<file path="config.mk">
export PLATFORM = sky130hd
export DESIGN_NAME = vid_src
export DESIGN_NICKNAME = d
export VERILOG_FILES = /design/src/rtl/vid_src_pkg.sv /design/src/rtl/vid_timing.sv /design/src/rtl/vid_src.sv
export SDC_FILE = /design/constraint.sdc
export NUM_CORES = 1
export LEC_CHECK = 0
export ABC_CLOCK_PERIOD_IN_PS = 3700
export CAP_MARGIN = 15
export CORE_UTILIZATION = 65
export DETAILED_ROUTE_END_ITERATION = 16
export DONT_BUFFER_PORTS = 1
export GPL_TIMING_DRIVEN = 0
export PLACE_DENSITY = 0.84
export SYNTH_ARGS = -nofsm -noshare
export SYNTH_HDL_FRONTEND = slang
export SYNTH_HIERARCHICAL = 1
export SYNTH_SLANG_ARGS = --single-unit
</file>
<file path="constraint.sdc">
create_clock -name clk -period 3.7 [get_ports clk]
set_input_delay 0.37 -clock clk [delete_from_list [all_inputs] [get_ports clk]]
set_output_delay 0.37 -clock clk [all_outputs]
set_load 0.005 [all_outputs]
</file>
<file path="src/rtl/vid_src_pkg.sv">
// Shared encodings for the test-pattern source: pattern selects, bar colours, FSM states.
package vid_src_pkg;

    localparam logic [1:0] PAT_BARS  = 2'd0;
    localparam logic [1:0] PAT_RAMP  = 2'd1;
    localparam logic [1:0] PAT_CHECK = 2'd2;
    localparam logic [1:0] PAT_SOLID = 2'd3;

    localparam logic [23:0] BAR_WHITE   = 24'hFFFFFF;
    localparam logic [23:0] BAR_YELLOW  = 24'hFFFF00;
    localparam logic [23:0] BAR_CYAN    = 24'h00FFFF;
    localparam logic [23:0] BAR_GREEN   = 24'h00FF00;
    localparam logic [23:0] BAR_MAGENTA = 24'hFF00FF;
    localparam logic [23:0] BAR_RED     = 24'hFF0000;
    localparam logic [23:0] BAR_BLUE    = 24'h0000FF;
    localparam logic [23:0] BAR_BLACK   = 24'h000000;

    typedef enum logic {
        ST_IDLE = 1'b0,
        ST_RUN  = 1'b1
    } vid_state_t;

    typedef struct packed {
        logic de;
        logic h_sync;
        logic v_sync;
        logic frame_start;
    } vid_ctl_t;

    // Bar colour for bar index 0 (left) .. 7 (right).
    function automatic logic [23:0] bar_rgb(input logic [2:0] idx);
        case (idx)
            3'd0:    return BAR_WHITE;
            3'd1:    return BAR_YELLOW;
            3'd2:    return BAR_CYAN;
            3'd3:    return BAR_GREEN;
            3'd4:    return BAR_MAGENTA;
            3'd5:    return BAR_RED;
            3'd6:    return BAR_BLUE;
            default: return BAR_BLACK;
        endcase
    endfunction

endpackage

</file>
<file path="src/rtl/vid_timing.sv">
// Raster counters, IDLE/RUN control and unregistered de/sync/frame_start decode.
// VID_SRC_FRAME_CNT_EN adds a free-running frame counter.
module vid_timing
    import vid_src_pkg::*;
#(
    parameter int unsigned H_ACTIVE = 640,
    parameter int unsigned H_FP     = 16,
    parameter int unsigned H_SYNC   = 96,
    parameter int unsigned H_BP     = 48,
    parameter int unsigned V_ACTIVE = 480,
    parameter int unsigned V_FP     = 10,
    parameter int unsigned V_SYNC   = 2,
    parameter int unsigned V_BP     = 33,
    parameter logic        SYNC_ACT = 1'b1,
    localparam int unsigned HW = $clog2(H_ACTIVE + H_FP + H_SYNC + H_BP),
    localparam int unsigned VW = $clog2(V_ACTIVE + V_FP + V_SYNC + V_BP)
) (
    input  logic          clk,
    input  logic          rst_n,
    input  logic          en,
    output logic [HW-1:0] o_h_cnt,
    output logic [VW-1:0] o_v_cnt,
    output logic          o_h_act_c,
    output vid_ctl_t      o_ctl_c
`ifdef VID_SRC_FRAME_CNT_EN
    ,
    output logic [15:0]   o_frame_cnt
`endif
);

    localparam logic [HW-1:0] H_ACT_C  = HW'(H_ACTIVE);
    localparam logic [HW-1:0] H_SS_C   = HW'(H_ACTIVE + H_FP);
    localparam logic [HW-1:0] H_SE_C   = HW'(H_ACTIVE + H_FP + H_SYNC);
    localparam logic [HW-1:0] H_LAST_C = HW'(H_ACTIVE + H_FP + H_SYNC + H_BP - 1);
    localparam logic [VW-1:0] V_ACT_C  = VW'(V_ACTIVE);
    localparam logic [VW-1:0] V_SS_C   = VW'(V_ACTIVE + V_FP);
    localparam logic [VW-1:0] V_SE_C   = VW'(V_ACTIVE + V_FP + V_SYNC);
    localparam logic [VW-1:0] V_LAST_C = VW'(V_ACTIVE + V_FP + V_SYNC + V_BP - 1);

    vid_state_t    r_state, w_state_nxt;
    logic [HW-1:0] r_h_cnt, w_h_nxt;
    logic [VW-1:0] r_v_cnt, w_v_nxt;
    logic          w_run, w_h_last, w_v_last;

    assign w_run    = (r_state == ST_RUN);
    assign w_h_last = (r_h_cnt == H_LAST_C);
    assign w_v_last = (r_v_cnt == V_LAST_C);

    always_ff @(posedge clk or negedge rst_n) begin
        if (!rst_n) begin
            r_state <= ST_IDLE;
            r_h_cnt <= '0;
            r_v_cnt <= '0;
        end else begin
            r_state <= w_state_nxt;
            r_h_cnt <= w_h_nxt;
            r_v_cnt <= w_v_nxt;
        end
    end

    // Leaving RUN is only allowed on the last pixel so a frame is never cut short.
    always_comb begin
        w_state_nxt = r_state;
        w_h_nxt     = r_h_cnt;
        w_v_nxt     = r_v_cnt;
        case (r_state)
            ST_IDLE: begin
                w_h_nxt = '0;
                w_v_nxt = '0;
                if (en) w_state_nxt = ST_RUN;
            end
            ST_RUN: begin
                if (w_h_last) begin
                    w_h_nxt = '0;
                    if (w_v_last) begin
                        w_v_nxt = '0;
                        if (!en) w_state_nxt = ST_IDLE;
                    end else begin
                        w_v_nxt = r_v_cnt + VW'(1);
                    end
                end else begin
                    w_h_nxt = r_h_cnt + HW'(1);
                end
            end
            default: w_state_nxt = ST_IDLE;
        endcase
    end

    always_comb begin
        o_ctl_c             = '0;
        o_ctl_c.de          = w_run && (r_h_cnt < H_ACT_C) && (r_v_cnt < V_ACT_C);
        o_ctl_c.h_sync      = (w_run && (r_h_cnt >= H_SS_C) && (r_h_cnt < H_SE_C)) ? SYNC_ACT : ~SYNC_ACT;
        o_ctl_c.v_sync      = (w_run && (r_v_cnt >= V_SS_C) && (r_v_cnt < V_SE_C)) ? SYNC_ACT : ~SYNC_ACT;
        o_ctl_c.frame_start = w_run && (r_h_cnt == '0) && (r_v_cnt == '0);
    end

    assign o_h_cnt   = r_h_cnt;
    assign o_v_cnt   = r_v_cnt;
    assign o_h_act_c = w_run && (r_h_cnt < H_ACT_C);

`ifdef VID_SRC_FRAME_CNT_EN
    logic [15:0] r_frame_cnt;

    always_ff @(posedge clk or negedge rst_n) begin
        if (!rst_n) begin
            r_frame_cnt <= '0;
        end else if (w_run && w_h_last && w_v_last) begin
            r_frame_cnt <= r_frame_cnt + 16'd1;
        end
    end

    assign o_frame_cnt = r_frame_cnt;
`endif

endmodule

</file>
<file path="src/rtl/vid_src.sv">
// Video timing generator with test patterns (bars, ramp, checkerboard, solid).
// VID_SRC_FRAME_CNT_EN adds frame_cnt and makes the checkerboard scroll.
module vid_src
    import vid_src_pkg::*;
#(
    parameter int unsigned H_ACTIVE = 640,
    parameter int unsigned H_FP     = 16,
    parameter int unsigned H_SYNC   = 96,
    parameter int unsigned H_BP     = 48,
    parameter int unsigned V_ACTIVE = 480,
    parameter int unsigned V_FP     = 10,
    parameter int unsigned V_SYNC   = 2,
    parameter int unsigned V_BP     = 33,
    parameter logic        SYNC_ACT = 1'b1
) (
    input  logic        clk,
    input  logic        rst_n,
    input  logic        en,
    input  logic [1:0]  pattern_sel,
    input  logic [23:0] solid_rgb,
    output logic        de_out,
    output logic        h_sync_out,
    output logic        v_sync_out,
    output logic [23:0] pixel_out,
    output logic        frame_start
`ifdef VID_SRC_FRAME_CNT_EN
    ,
    output logic [15:0] frame_cnt
`endif
);

    localparam int unsigned HW    = $clog2(H_ACTIVE + H_FP + H_SYNC + H_BP);
    localparam int unsigned VW    = $clog2(V_ACTIVE + V_FP + V_SYNC + V_BP);
    localparam int unsigned BAR_W = H_ACTIVE / 8;
    localparam int unsigned BW    = (BAR_W > 1) ? $clog2(BAR_W) : 1;

    logic [HW-1:0] w_h_cnt;
    logic [VW-1:0] w_v_cnt;
    logic          w_h_act;
    vid_ctl_t      w_ctl;
    logic [15:0]   w_chk_h;
    logic          w_chk;
    logic [7:0]    w_ramp;
    logic [1:0]    w_pat, r_pat;
    logic [23:0]   w_solid, r_solid;
    logic [23:0]   w_pix;
    logic [BW-1:0] r_bar_px;
    logic [2:0]    r_bar_idx;

    vid_timing #(
        .H_ACTIVE (H_ACTIVE),
        .H_FP     (H_FP),
        .H_SYNC   (H_SYNC),
        .H_BP     (H_BP),
        .V_ACTIVE (V_ACTIVE),
        .V_FP     (V_FP),
        .V_SYNC   (V_SYNC),
        .V_BP     (V_BP),
        .SYNC_ACT (SYNC_ACT)
    ) u_timing (
        .clk       (clk),
        .rst_n     (rst_n),
        .en        (en),
        .o_h_cnt   (w_h_cnt),
        .o_v_cnt   (w_v_cnt),
        .o_h_act_c (w_h_act),
        .o_ctl_c   (w_ctl)
`ifdef VID_SRC_FRAME_CNT_EN
        ,
        .o_frame_cnt (frame_cnt)
`endif
    );

    // New selections take effect on the first pixel of a frame and hold until the next.
    assign w_pat   = w_ctl.frame_start ? pattern_sel : r_pat;
    assign w_solid = w_ctl.frame_start ? solid_rgb   : r_solid;

    always_ff @(posedge clk or negedge rst_n) begin
        if (!rst_n) begin
            r_pat   <= PAT_BARS;
            r_solid <= '0;
        end else begin
            r_pat   <= w_pat;
            r_solid <= w_solid;
        end
    end

    // Bar index tracks h_cnt / BAR_W by counting pixels within the current bar.
    always_ff @(posedge clk or negedge rst_n) begin
        if (!rst_n) begin
            r_bar_px  <= '0;
            r_bar_idx <= '0;
        end else if (!w_h_act) begin
            r_bar_px  <= '0;
            r_bar_idx <= '0;
        end else if (r_bar_px == BW'(BAR_W - 1)) begin
            r_bar_px  <= '0;
            r_bar_idx <= r_bar_idx + 3'd1;
        end else begin
            r_bar_px  <= r_bar_px + BW'(1);
        end
    end

`ifdef VID_SRC_FRAME_CNT_EN
    assign w_chk_h = 16'(w_h_cnt) + frame_cnt;
`else
    assign w_chk_h = 16'(w_h_cnt);
`endif
    assign w_chk  = (|(w_chk_h & 16'h0008)) ^ (|(16'(w_v_cnt) & 16'h0008));
    assign w_ramp = 8'(w_h_cnt);

    always_comb begin
        w_pix = '0;
        if (w_ctl.de) begin
            case (w_pat)
                PAT_BARS:  w_pix = bar_rgb(r_bar_idx);
                PAT_RAMP:  w_pix = {3{w_ramp}};
                PAT_CHECK: w_pix = w_chk ? 24'hFFFFFF : 24'h000000;
                PAT_SOLID: w_pix = w_solid;
                default:   w_pix = '0;
            endcase
        end
    end

    always_ff @(posedge clk or negedge rst_n) begin
        if (!rst_n) begin
            de_out      <= 1'b0;
            h_sync_out  <= ~SYNC_ACT;
            v_sync_out  <= ~SYNC_ACT;
            pixel_out   <= '0;
            frame_start <= 1'b0;
        end else begin
            de_out      <= w_ctl.de;
            h_sync_out  <= w_ctl.h_sync;
            v_sync_out  <= w_ctl.v_sync;
            pixel_out   <= w_pix;
            frame_start <= w_ctl.frame_start;
        end
    end

endmodule

</file>
==> impl_results.md, run 1 <==
* Status: finished clean
* Reg2Reg Depth at 8
* I/O Buffers at 0
* WP data arrival at 2890 ps
* Final Critical Period at 2619 ps
* First-pass GRT wire length at roughly 13000 um
* Fin util at 0.7458
* Fillers at about 380
* Slew Limit Fails at 0
* DPL Wire Length at between 5000 and 6000 um
* Achievable Freq at approximately 0.38 GHz
* Synth top area share at 0.5411
* Total power at 0.001659 W
* Most common cell after layout, fill and taps aside: dfrtp_1
* Yosys top cell by area: dfrtp_1
* # DRC at 0
* Initial antenna violation count at 0
* Sequential Area at 2127 um2
* ANT cells at 0
* Flops & latches, synth at 85
* Syn_nets at about 380
* RD Place Congestion at ~0.9
* Cell area power density at 391.8 nW/um2
* DRT Pass-1 Iters at 4
* Total CTS buffers at 9
* Die width at 79.77 um
* Area of the multi-input gates at 1645 um2
* Layout cells sized above 1 at 0.1939
* CP endpoint kind: register
* Yosys cell types at 47
* Via count at ~2600
* WL final at around 7700 um
* H-tree level count at 3
* TritonCTS clock tree: built
* Total track usage at 0.2692
* CORE AREA at 5675 um2
* Dpl ws at 1165 ps
* Die ar. at 6363 um2
* Max-capacitance violation count at 0
* Worst Path Max Fanout at 10
* Top cells by area, synth: dfrtp_1, mux2_2, o21ai_0, a21oi_1, ha_1
* Slew margin rel. at 0.4055
* Async SR Flop Fraction at 1.000
* Post-cts resize count at 0
* Min-Delay Path Class: input port to register
* Rows at 27
* Die height at 79.77 um
* Hold WS at 137.3 ps
* Post-synth EDFFs at 0
* Post-Syn Area at ~3900 um2
* YS warnings at 6
* Critical path class: register to register
* TNS Setup at 0 ps
* RSZ-0062 raised after global routing: false
* Worst-Margin Slew at about 900 ps
* Final worst slack at approximately 1100 ps
* Clk slew on worst S/H paths at 90 ps
* Setup violators final at 0
* Number of global-route vias before repair at 2634
* DR WL/cell at 17.70 um
* Synth Instances at 343
* Root buffer cell: clkbuf_8
* Crit start category: register
* Post-synthesis average cell area at 11.46 um2
* Final Hold Viols at 0
* Initial drt markers at between 150 and 200
* I/O pins at between 50 and 60
* Worst VDD drop at 0.2951 mV
* Sequential share of the synthesized area at 0.5411
* Final ANT Viol Nets at 0
* Post-synth top flop: dfrtp_1
* CTS Hold Bufs at 2
* # Post-CTS Setup Buffers at 0
* Fin crit share at 0.7077
* Bufs on Longest Clock Path at 2
* Leakage at approximately 1.8 nW
* Vias per cell at approximately 6.0
* Final clock skew at 12.59 ps
* Hold Crit Depth at 1
* GRT overflow at 0
* # nets final at between 300 and 400
* Worst-Skew Late Latency at 350 ps
* Initial core utilization at 0.6927
* Required @ worst endpoint at 3970 ps
* Clock Sinks at 85
* Most frequent cells in the layout: dfrtp_1, o21ai_0, a21oi_1, mux2_2, inv_1
* Synth-to-Final Area Change at 7.670%
* Largest net degree at the start of global routing at 86
==> final cells by class <==
class                           count  area share
Sequential cell                    85      0.5025
Multi-Input combinational cell    226      0.3887
Inverter                           22     0.01951
Clock inverter                      6     0.01094
Timing Repair Buffer                2    0.008868
Tap cell                           72     0.02128
Buffer                             10     0.01803
Clock buffer                       10     0.03015
==> cells in the mapped netlist, types with 2 or more instances <==
master / instances
a21oi_2: 11
xor2_1: 6
ha_1: 10
inv_1: 22
a21oi_1: 29
xnor2_1: 6
o31ai_1: 2
nand2b_1: 3
nand3_1: 9
nand4_1: 5
nor3_1: 5
nor2b_1: 4
or3_1: 6
and2_1: 4
a31oi_1: 2
o31ai_4: 3
nand2_1: 15
and3_1: 4
buf_6: 4
nor2_1: 21
o21ai_0: 31
buf_4: 2
clkbuf_1: 3
nor4_1: 5
dfrtp_1: 85
mux2i_4: 2
mux2_2: 24
==> cell families after synthesis <==
| family | Yosys count | synth area share |
|---|---|---|
| muxes | 27 | 0.08275 |
| DFF | 85 | 0.5411 |
| buffers and inverters | 32 | 0.04042 |
| and+or+nand+nor | 89 | 0.1232 |
| AOI/OAI and AO/OA | 88 | 0.1540 |
| adders and majority gates | 10 | 0.03183 |
| xor gates and xnor gates | 12 | 0.02673 |
==> worst max-delay path, stage by stage, from the launching register on <==
cell and delay, ps:
dfrtp_1 440, nor4_1 360, nand2_1 110, nor3_1 320, buf_6 230, mux2i_4 350
clkbuf_1 380, o21ai_0 160, a21oi_1 190
==> state kept, by name, summed over array words and instances, names as in the netlist, 2 cells and up <==
register	flops
pixel_out	24
r_bar_idx	3
r_bar_px	7
r_pat	2
r_solid	24
u_timing/o_h_cnt	10
u_timing/o_v_cnt	10
==> path summary, 6_finish.rpt <==
| check | startpoint | to | slack (ps) |
|---|---|---|---|
| setup / recovery | u_timing/o_v_cnt[4] | pixel_out[12] | 1080 |
| hold / removal | en | u_timing/r_state | 140 |
| setup reg to reg | u_timing/o_v_cnt[4] | pixel_out[12] | 1080 |
| hold reg to reg | r_bar_px[0] | r_bar_px[0] | 460 |
| max in group asynchronous | rst_n | r_bar_idx[0] | 2780 |
| min in group asynchronous | rst_n | r_solid[9] | 590 |
==> metal layers <==
metal / wire length (um) / share of wire / GRT usage
met5: 0 / 0 / 0
met4: 68 / 0.0089 / 0.09107
met3: 397 / 0.052 / 0.05486
met2: 4004 / 0.52 / 0.4641
met1: 3195 / 0.42 / 0.3382
==> where the power goes <==
group          internal, W  leakage (nW)  switching, W
Sequential        0.000963          1.04     0.0000160
Combinational    0.0000336         0.689     0.0000560
Clock             0.000249        0.0833      0.000341
==> metrics by stage <==
step | instance area (um2) | cells
2_1_floorplan | 3931 | 343
3_3_place_gp | 4021 | 415
3_5_place_dp | 4021 | 415
4_1_cts | 4233 | 433
5_1_grt | 4233 | 433
6_report | 4233 | 433
Note: power is estimated with default switching activity, not from simulation.
==> run 2: changes to the inputs <==
--- a/config.mk
+++ b/config.mk
@@ -5,13 +5,13 @@
 export SDC_FILE = /design/constraint.sdc
 export NUM_CORES = 1
 export LEC_CHECK = 0
-export ABC_CLOCK_PERIOD_IN_PS = 3700
+export ABC_CLOCK_PERIOD_IN_PS = 2300
 export CAP_MARGIN = 15
-export CORE_UTILIZATION = 65
+export CORE_UTILIZATION = 57
 export DETAILED_ROUTE_END_ITERATION = 16
 export DONT_BUFFER_PORTS = 1
 export GPL_TIMING_DRIVEN = 0
-export PLACE_DENSITY = 0.84
+export PLACE_DENSITY = 0.78
 export SYNTH_ARGS = -nofsm -noshare
 export SYNTH_HDL_FRONTEND = slang
 export SYNTH_HIERARCHICAL = 1
==> constraint.sdc (replaced) <==
create_clock -name clk -period 2.3 [get_ports clk]
set_input_delay 0.23 -clock clk [delete_from_list [all_inputs] [get_ports clk]]
set_output_delay 0.23 -clock clk [all_outputs]
set_load 0.005 [all_outputs]
==> run 2 against run 1 <==
Clock power up 86%. Combinational power up 81%. Die area up 14%. Non-clock buffer count up 28. Fmax up 16%. Sequential power up 60%. Worst hold slack worse by 100 ps. Cell area up 9.6%. Setup slack worse by 1000 ps. Core utilization down 3.1 points. First-iteration DRC count down 5.7%. Critical endpoint is now pixel_out[4]. Highest routed layer unchanged.
==> impl_results.md, run 2 (same netlist as run 1, synthesis figures left out) <==
* Status: finished clean
* Bufs on Longest Clock Path at 2 (unchanged)
* WP data arrival at 2490 ps (-400 ps)
* Hold WS at 35.47 ps (-101.8 ps)
* Initial core utilization at 0.6053 (-0.08740)
* Die height at 85.05 um (+6.6%)
* Min-Delay Path Class: input port to register
* Final ANT Viol Nets at 0 (unchanged)
* Largest net degree at the start of global routing at 86 (unchanged)
* Via count at 2877 (+10%)
* Root buffer cell: clkbuf_8
* Cell area power density at 612.4 nW/um2 (+56%)
* Slew margin rel. at 0.4490 (+0.04349)
* # nets final at 423 (+7.1%)
* # DRC at 0 (unchanged)
* Part of the power in registers at 0.554 (-0.036)
* TNS Setup at 0 ps (unchanged)
* Fin cells at 466 (+7.6%)
* Critical path class: register to register
* DPL Wire Length at 5330 um (+1.4%)
* H-tree level count at 3 (unchanged)
* Most frequent cells in the layout: dfrtp_1, o21ai_0, buf_4, mux2_2, a21oi_1
* Worst Path Max Fanout at 6 (-4)
* Worst-Margin Slew at 819.0 ps (-64.64 ps)
* Achievable Freq at 0.4431 GHz (+16%)
* RD Place Congestion at 0.9122 (+2.8%)
* Crit-path cells: nor4_2 > nand3_1 > nor3_4 > buf_6 > buf_12 > mux2i_4 > buf_6 > a21oi_2 > o21ai_0 > a21oi_2
* CORE AREA at 6495 um2 (+14%)
* Worst-Skew Late Latency at 360 ps (about the same)
* Die width at 85.05 um (+6.6%)
* RSZ-0062 raised after global routing: true
* Clock Sinks at 85 (unchanged)
* GRT overflow at 0 (unchanged)
* Initial drt markers at 149 (-5.7%)
* Combinational power share at 0.057 (+0.003)
* DR WL/cell at 19.03 um (+7.5%)
* Max-capacitance violation count at 0 (unchanged)
* Slew Limit Fails at 0 (unchanged)
* Final clock skew at 10.64 ps (-1.945 ps)
* Fin crit share at 0.9811 (+0.2734)
* Sw Share at 0.2477 (-0.001402)
* I/O pins at 57 (unchanged)
* Final Hold Viols at 0 (unchanged)
* CP max stage cell: dfrtp_2
* Rows at 29 (+7.4%)
* Clk pwr share at 0.389 (+0.033)
* Required @ worst endpoint at 2530 ps (-1440 ps)
* Setup violators final at 0 (unchanged)
* Biggest regs: pixel_out (24), r_solid (24)
* DRT Pass-1 Iters at 5 (+1)
* Initial antenna violation count at 0 (unchanged)
* Sw power at 0.0007038 W (+70%)
* Final Critical Period at 2257 ps (-362.0 ps)
* Total track usage at 0.2402 (-0.02901)
* Total CTS buffers at 9 (unchanged)
* Worst path max stage delay at 460 ps (+20 ps)
* Pint at 0.002137 W (+72%)
* DP Cell Count at 420 (+1.2%)
* CP endpoint kind: register
* Crit start category: register
* Most common cell after layout, fill and taps aside: dfrtp_1
* First-pass GRT wire length at 13370 um (+4.6%)
* Leakage at 2.007 nW (+11%)
* I/O Buffers at 0 (unchanged)
* Fin util at 0.7143 (-0.03150)
* Layout cells sized above 1 at 0.3162 (+0.1223)
* Clk slew on worst S/H paths at 90 ps (about the same)
* Vias per cell at 6.174 (+2.6%)
* Number of global-route vias before repair at 2743 (+4.1%)
* Synth-to-Final Area Change at 18.01%
* TritonCTS clock tree: built
* Die ar. at 7233 um2 (+14%)
* WL final at 8866 um (+16%)
* Worst VDD drop at 0.3669 mV (+24%)
* ANT cells at 0 (unchanged)
==> run 2: path summary, 6_finish.rpt <==
check                               startpoint                  end  slack (ps)  cells after the start
min                              solid_rgb[19]          r_solid[19]          40                      1
max in group asynchronous                rst_n  u_timing/o_v_cnt[9]        1520                      2
min in group asynchronous                rst_n         pixel_out[9]         460                      2
max                        u_timing/o_h_cnt[7]         pixel_out[4]          40                     10
max reg2reg                u_timing/o_h_cnt[7]         pixel_out[4]          40                     10
min reg2reg                        r_bar_px[0]          r_bar_px[0]         470                      1
==> run 2: area by class of cell <==
class	count	area (um2)
inverter	22	82.58
fill	416	1856
buffer	10	82.58
tap	77	96.34
multi-input combinational	226	1729
timing repair buffer	30	304.0
clock buffer	9	123.9
clock inverter	7	81.33
sequential	85	2140
==> run 2: repair_timing <==
| action | CTS | global route |
|---|---|---|
| setup buffers | 6 | 21 |
| pin swaps | 2 | 9 |
| resized for setup | 8 | 30 |
| hold buffers | 3 | 0 |
| hold endpoints to repair | 86 | 0 |
| endpoints found under the setup margin | 25 | 25 |
==> run 2: worst max-delay path, delay by kind of cell, from the launching register on <==
kind                   cells  cell delay [ps]
AND/OR/NAND/NOR            3              630
flip-flops                 1              460
buffers and inverters      3              440
AO/OA/AOI/OAI              3              260
multiplexers               1              330
==> run 2: metal layers <==
layer	part of all wire	wire [um]	global-route usage
met5	0	0	0
met4	0.021	182	0.1094
met3	0.060	528	0.04475
met2	0.52	4601	0.4040
met1	0.40	3553	0.3029
==> run 2: per-stage QoR <==
stage | total power [W] | worst slack [ps] | area [um2]
floorplan | 0.001683 | 139.5 | 3931
global placement | 0.001706 | -316.6 | 4028
detailed placement | 0.001712 | -356.0 | 4028
CTS | 0.002831 | 2.576 | 4374
global route | 0.002946 | -87.86 | 4639
finish | 0.002841 | 43.36 | 4639
==> run 2: power by group through the flow <==
stage	clock network [W]	logic, W	registers (W)
after floorplan	0	0.0000862	0.00160
after global placement	0	0.000103	0.00160
after detailed placement	0	0.000107	0.00161
after CTS	0.00110	0.000152	0.00157
after global routing	0.00119	0.000180	0.00158
final	0.00110	0.000162	0.00157
==> run 3: changes to the inputs <==
--- a/config.mk
+++ b/config.mk
@@ -7,6 +7,7 @@
 export LEC_CHECK = 0
 export ABC_CLOCK_PERIOD_IN_PS = 2300
 export CAP_MARGIN = 15
+export CORE_ASPECT_RATIO = 0.7
 export CORE_UTILIZATION = 57
 export DETAILED_ROUTE_END_ITERATION = 16
 export DONT_BUFFER_PORTS = 1
==> run 3 against run 2 <==
The flow now finishes with violations (setup timing). Critical path type unchanged. Largest cell class unchanged. Sequential power about the same. Sequential cell count did not move. Global-route usage up 1.2 points. Worst hold slack got worse by 18 ps. Highest routed layer unchanged. Die area about the same. Cell area rose by 0.16%. Fmax shrank 2.0%.
==> impl_results.md, run 3 (same netlist as run 1, synthesis figures left out) <==
* Final Hold Viols at 0 (unchanged)
* Met1 track demand over resource at 0.3604 (+0.05751)
* Cell Area, Placed at 4045 um2 (+0.43%)
* Setup violators final at 1 (+1)
* WP data arrival at 2600 ps (+110 ps)
* Worst-Margin Slew at 857.4 ps (+38.41 ps)
* Die height at 71.49 um (-16%)
* # nets final at 417 (-1.4%)
* Initial antenna violation count at 0 (unchanged)
* Layout cells sized above 1 at 0.3185 (+0.002342)
* ANT cells at 0 (unchanged)
* Fillers at 451 (+8.4%)
* Cell area power density at 599.2 nW/um2 (-2.2%)
* Sequential Area at 2133 um2 (-0.29%)
* Final Critical Period at 2303 ps (+46.73 ps)
* CP endpoint kind: register
* CORE AREA at 6426 um2 (-1.1%)
* I/O pins at 57 (unchanged)
* Bufs on Longest Clock Path at 2 (unchanged)
* Rows at 24 (-17%)
* Part of the power in registers at 0.566 (+0.012)
* Worst VDD drop at 0.4457 mV (+21%)
* Total track usage at 0.2527 (+0.01248)
* Grt met2 use at 0.3719 (-0.03208)
* Finished Cell Area at 4647 um2 (+0.16%)
* Fin util at 0.7231 (+0.008818)
* Final clock skew at 10.15 ps (-0.4980 ps)
* H-tree level count at 3 (unchanged)
* Total CTS buffers at 9 (unchanged)
* Sw power at 0.0007209 W (+2.4%)
* Clk slew on worst S/H paths at 90 ps (about the same)
* DP Cell Count at 434 (+3.3%)
* Final ANT Viol Nets at 0 (unchanged)
* RSZ-0062 raised after global routing: true
* Clock Sinks at 85 (unchanged)
* Slew margin rel. at 0.4235 (-0.02546)
* GR Layer Usage met3 at 0.07805 (+0.03330)
* Required @ worst endpoint at 2600 ps (+70 ps)
* Failing checks: setup timing
* Worst-Skew Late Latency at 370 ps (about the same)
* Achievable Freq at 0.4341 GHz (-2.0%)
* Critical path class: register to register
* RD Place Congestion at 0.8899 (-2.4%)
* Leakage at 1.991 nW (-0.82%)
* GRT overflow at 0 (unchanged)
* Most frequent cells in the layout: dfrtp_1, mux2_2, a21oi_2, o21ai_0, inv_1
* Max-capacitance violation count at 0 (unchanged)
* Die ar. at 7239 um2 (about the same)
* Combinational power share at 0.062 (+0.005)
* Fin crit share at 1.001 (+0.02032)
* Worst Path Max Fanout at 10 (+4)
* Slew Limit Fails at 0 (unchanged)
* Status: finished, violations left
* Biggest regs: pixel_out (24), r_solid (24)
* Via count at 2868 (-0.31%)
* Sw Share at 0.2589 (+0.01118)
* Final worst slack at -3.375 ps (-46.73 ps)
* TritonCTS clock tree: built
* DRT Pass-1 Iters at 5 (unchanged)
* Pint at 0.002064 W (-3.4%)
* Clk pwr share at 0.372 (-0.017)
* Initial drt markers at 221 (+48%)
* Number of global-route vias before repair at 2717 (-0.95%)
* Area of the multi-input gates at 1768 um2 (+2.2%)
* Die width at 101.3 um (+19%)
* Fin cells at 474 (+1.7%)
* Crit start category: register
* I/O Buffers at 0 (unchanged)
* Most common cell after layout, fill and taps aside: dfrtp_1
* Synth-to-Final Area Change at 18.21%
* Vias per cell at 6.051 (-2.0%)
* Root buffer cell: clkbuf_8
* DPL Wire Length at 5599 um (+5.0%)
* Min-Delay Path Class: input port to register
* WL final at 8870 um (about the same)
* GR peak layer: met2
* DR WL/cell at 18.71 um (-1.6%)
* Largest net degree at the start of global routing at 86 (unchanged)
* # DRC at 0 (unchanged)
* Total power at 0.002784 W (-2.0%)
* First-pass GRT wire length at 13630 um (+2.0%)
* Initial core utilization at 0.6118 (+0.006482)
run 3: cell count changes in the layout (fill, tap and decap cells not counted), sizes merged:
cell	change
clkinv	+1
bufinv	-1
inv	-1
clkbuf	+2
buf	-7
run 3: worst paths after layout:
kind | start | endpoint | slack, ps | depth (start not counted)
min in group asynchronous | rst_n | r_bar_px[6] | 380 | 2
worst max-delay path | u_timing/o_h_cnt[4] | pixel_out[12] | -3 | 10
worst max register to register | u_timing/o_h_cnt[4] | pixel_out[12] | -3 | 10
max in group asynchronous | rst_n | u_timing/o_h_cnt[7] | 1530 | 2
worst min-delay path | solid_rgb[22] | r_solid[22] | 20 | 1
worst min register to register | r_bar_px[0] | r_bar_px[0] | 460 | 1
run 3: power by group through the flow:
stage               Clock [W]  Combinational [W]  Sequential [W]
finish                0.00104           0.000173         0.00158
global route          0.00112           0.000189         0.00158
global placement            0           0.000103         0.00160
detailed placement          0           0.000107         0.00161
CTS                   0.00105           0.000151         0.00158
floorplan                   0          0.0000862         0.00160
run 3: critical path, stage by stage, from the launching register on:
cell	delay, ps
dfrtp_1	490
nor4_2	280
nand2_1	120
nor3_4	230
buf_6	190
buf_12	120
mux2i_4	270
buf_6	140
o21ai_4	70
buf_8	170
a21oi_1	140
run 3: area by class of cell:
| type | count | area share |
|---|---|---|
| sequential | 85 | 0.4591 |
| multi-input combinational | 226 | 0.3805 |
| timing repair buffer | 24 | 0.05654 |
| clock buffer | 10 | 0.02962 |
| tap | 91 | 0.02450 |
| buffer | 10 | 0.02019 |
| inverter | 22 | 0.01777 |
| clock inverter | 6 | 0.01185 |
run 3: what timing repair did:
item                       in CTS  in global routing
hold buffers                    3                  0
buffers inserted               12                  9
gates resized for setup         8                 41
hold endpoints to repair       86                  0
pin swaps                       4                  5
setup endpoints to repair      25                 25
run 3: per-layer routing:
| layer | vias up | part of all wire |
|---|---|---|
| li1 | 1279 | - |
| met1 | 1447 | 0.44 |
| met2 | 128 | 0.46 |
| met3 | 14 | 0.082 |
| met4 | 0 | 0.015 |
| met5 | - | 0 |
run 3: stage by stage:
step	TNS, ps	setup slack (ps)	hold slack (ps)
6_report	-3.375	-3.375	17.51
3_5_place_dp	-7292	-359.1	-64.13
4_1_cts	0	6.490	12.82
3_3_place_gp	-6466	-342.0	-63.38
2_1_floorplan	0	139.5	-65.59
5_1_grt	-3250	-163.5	5.406
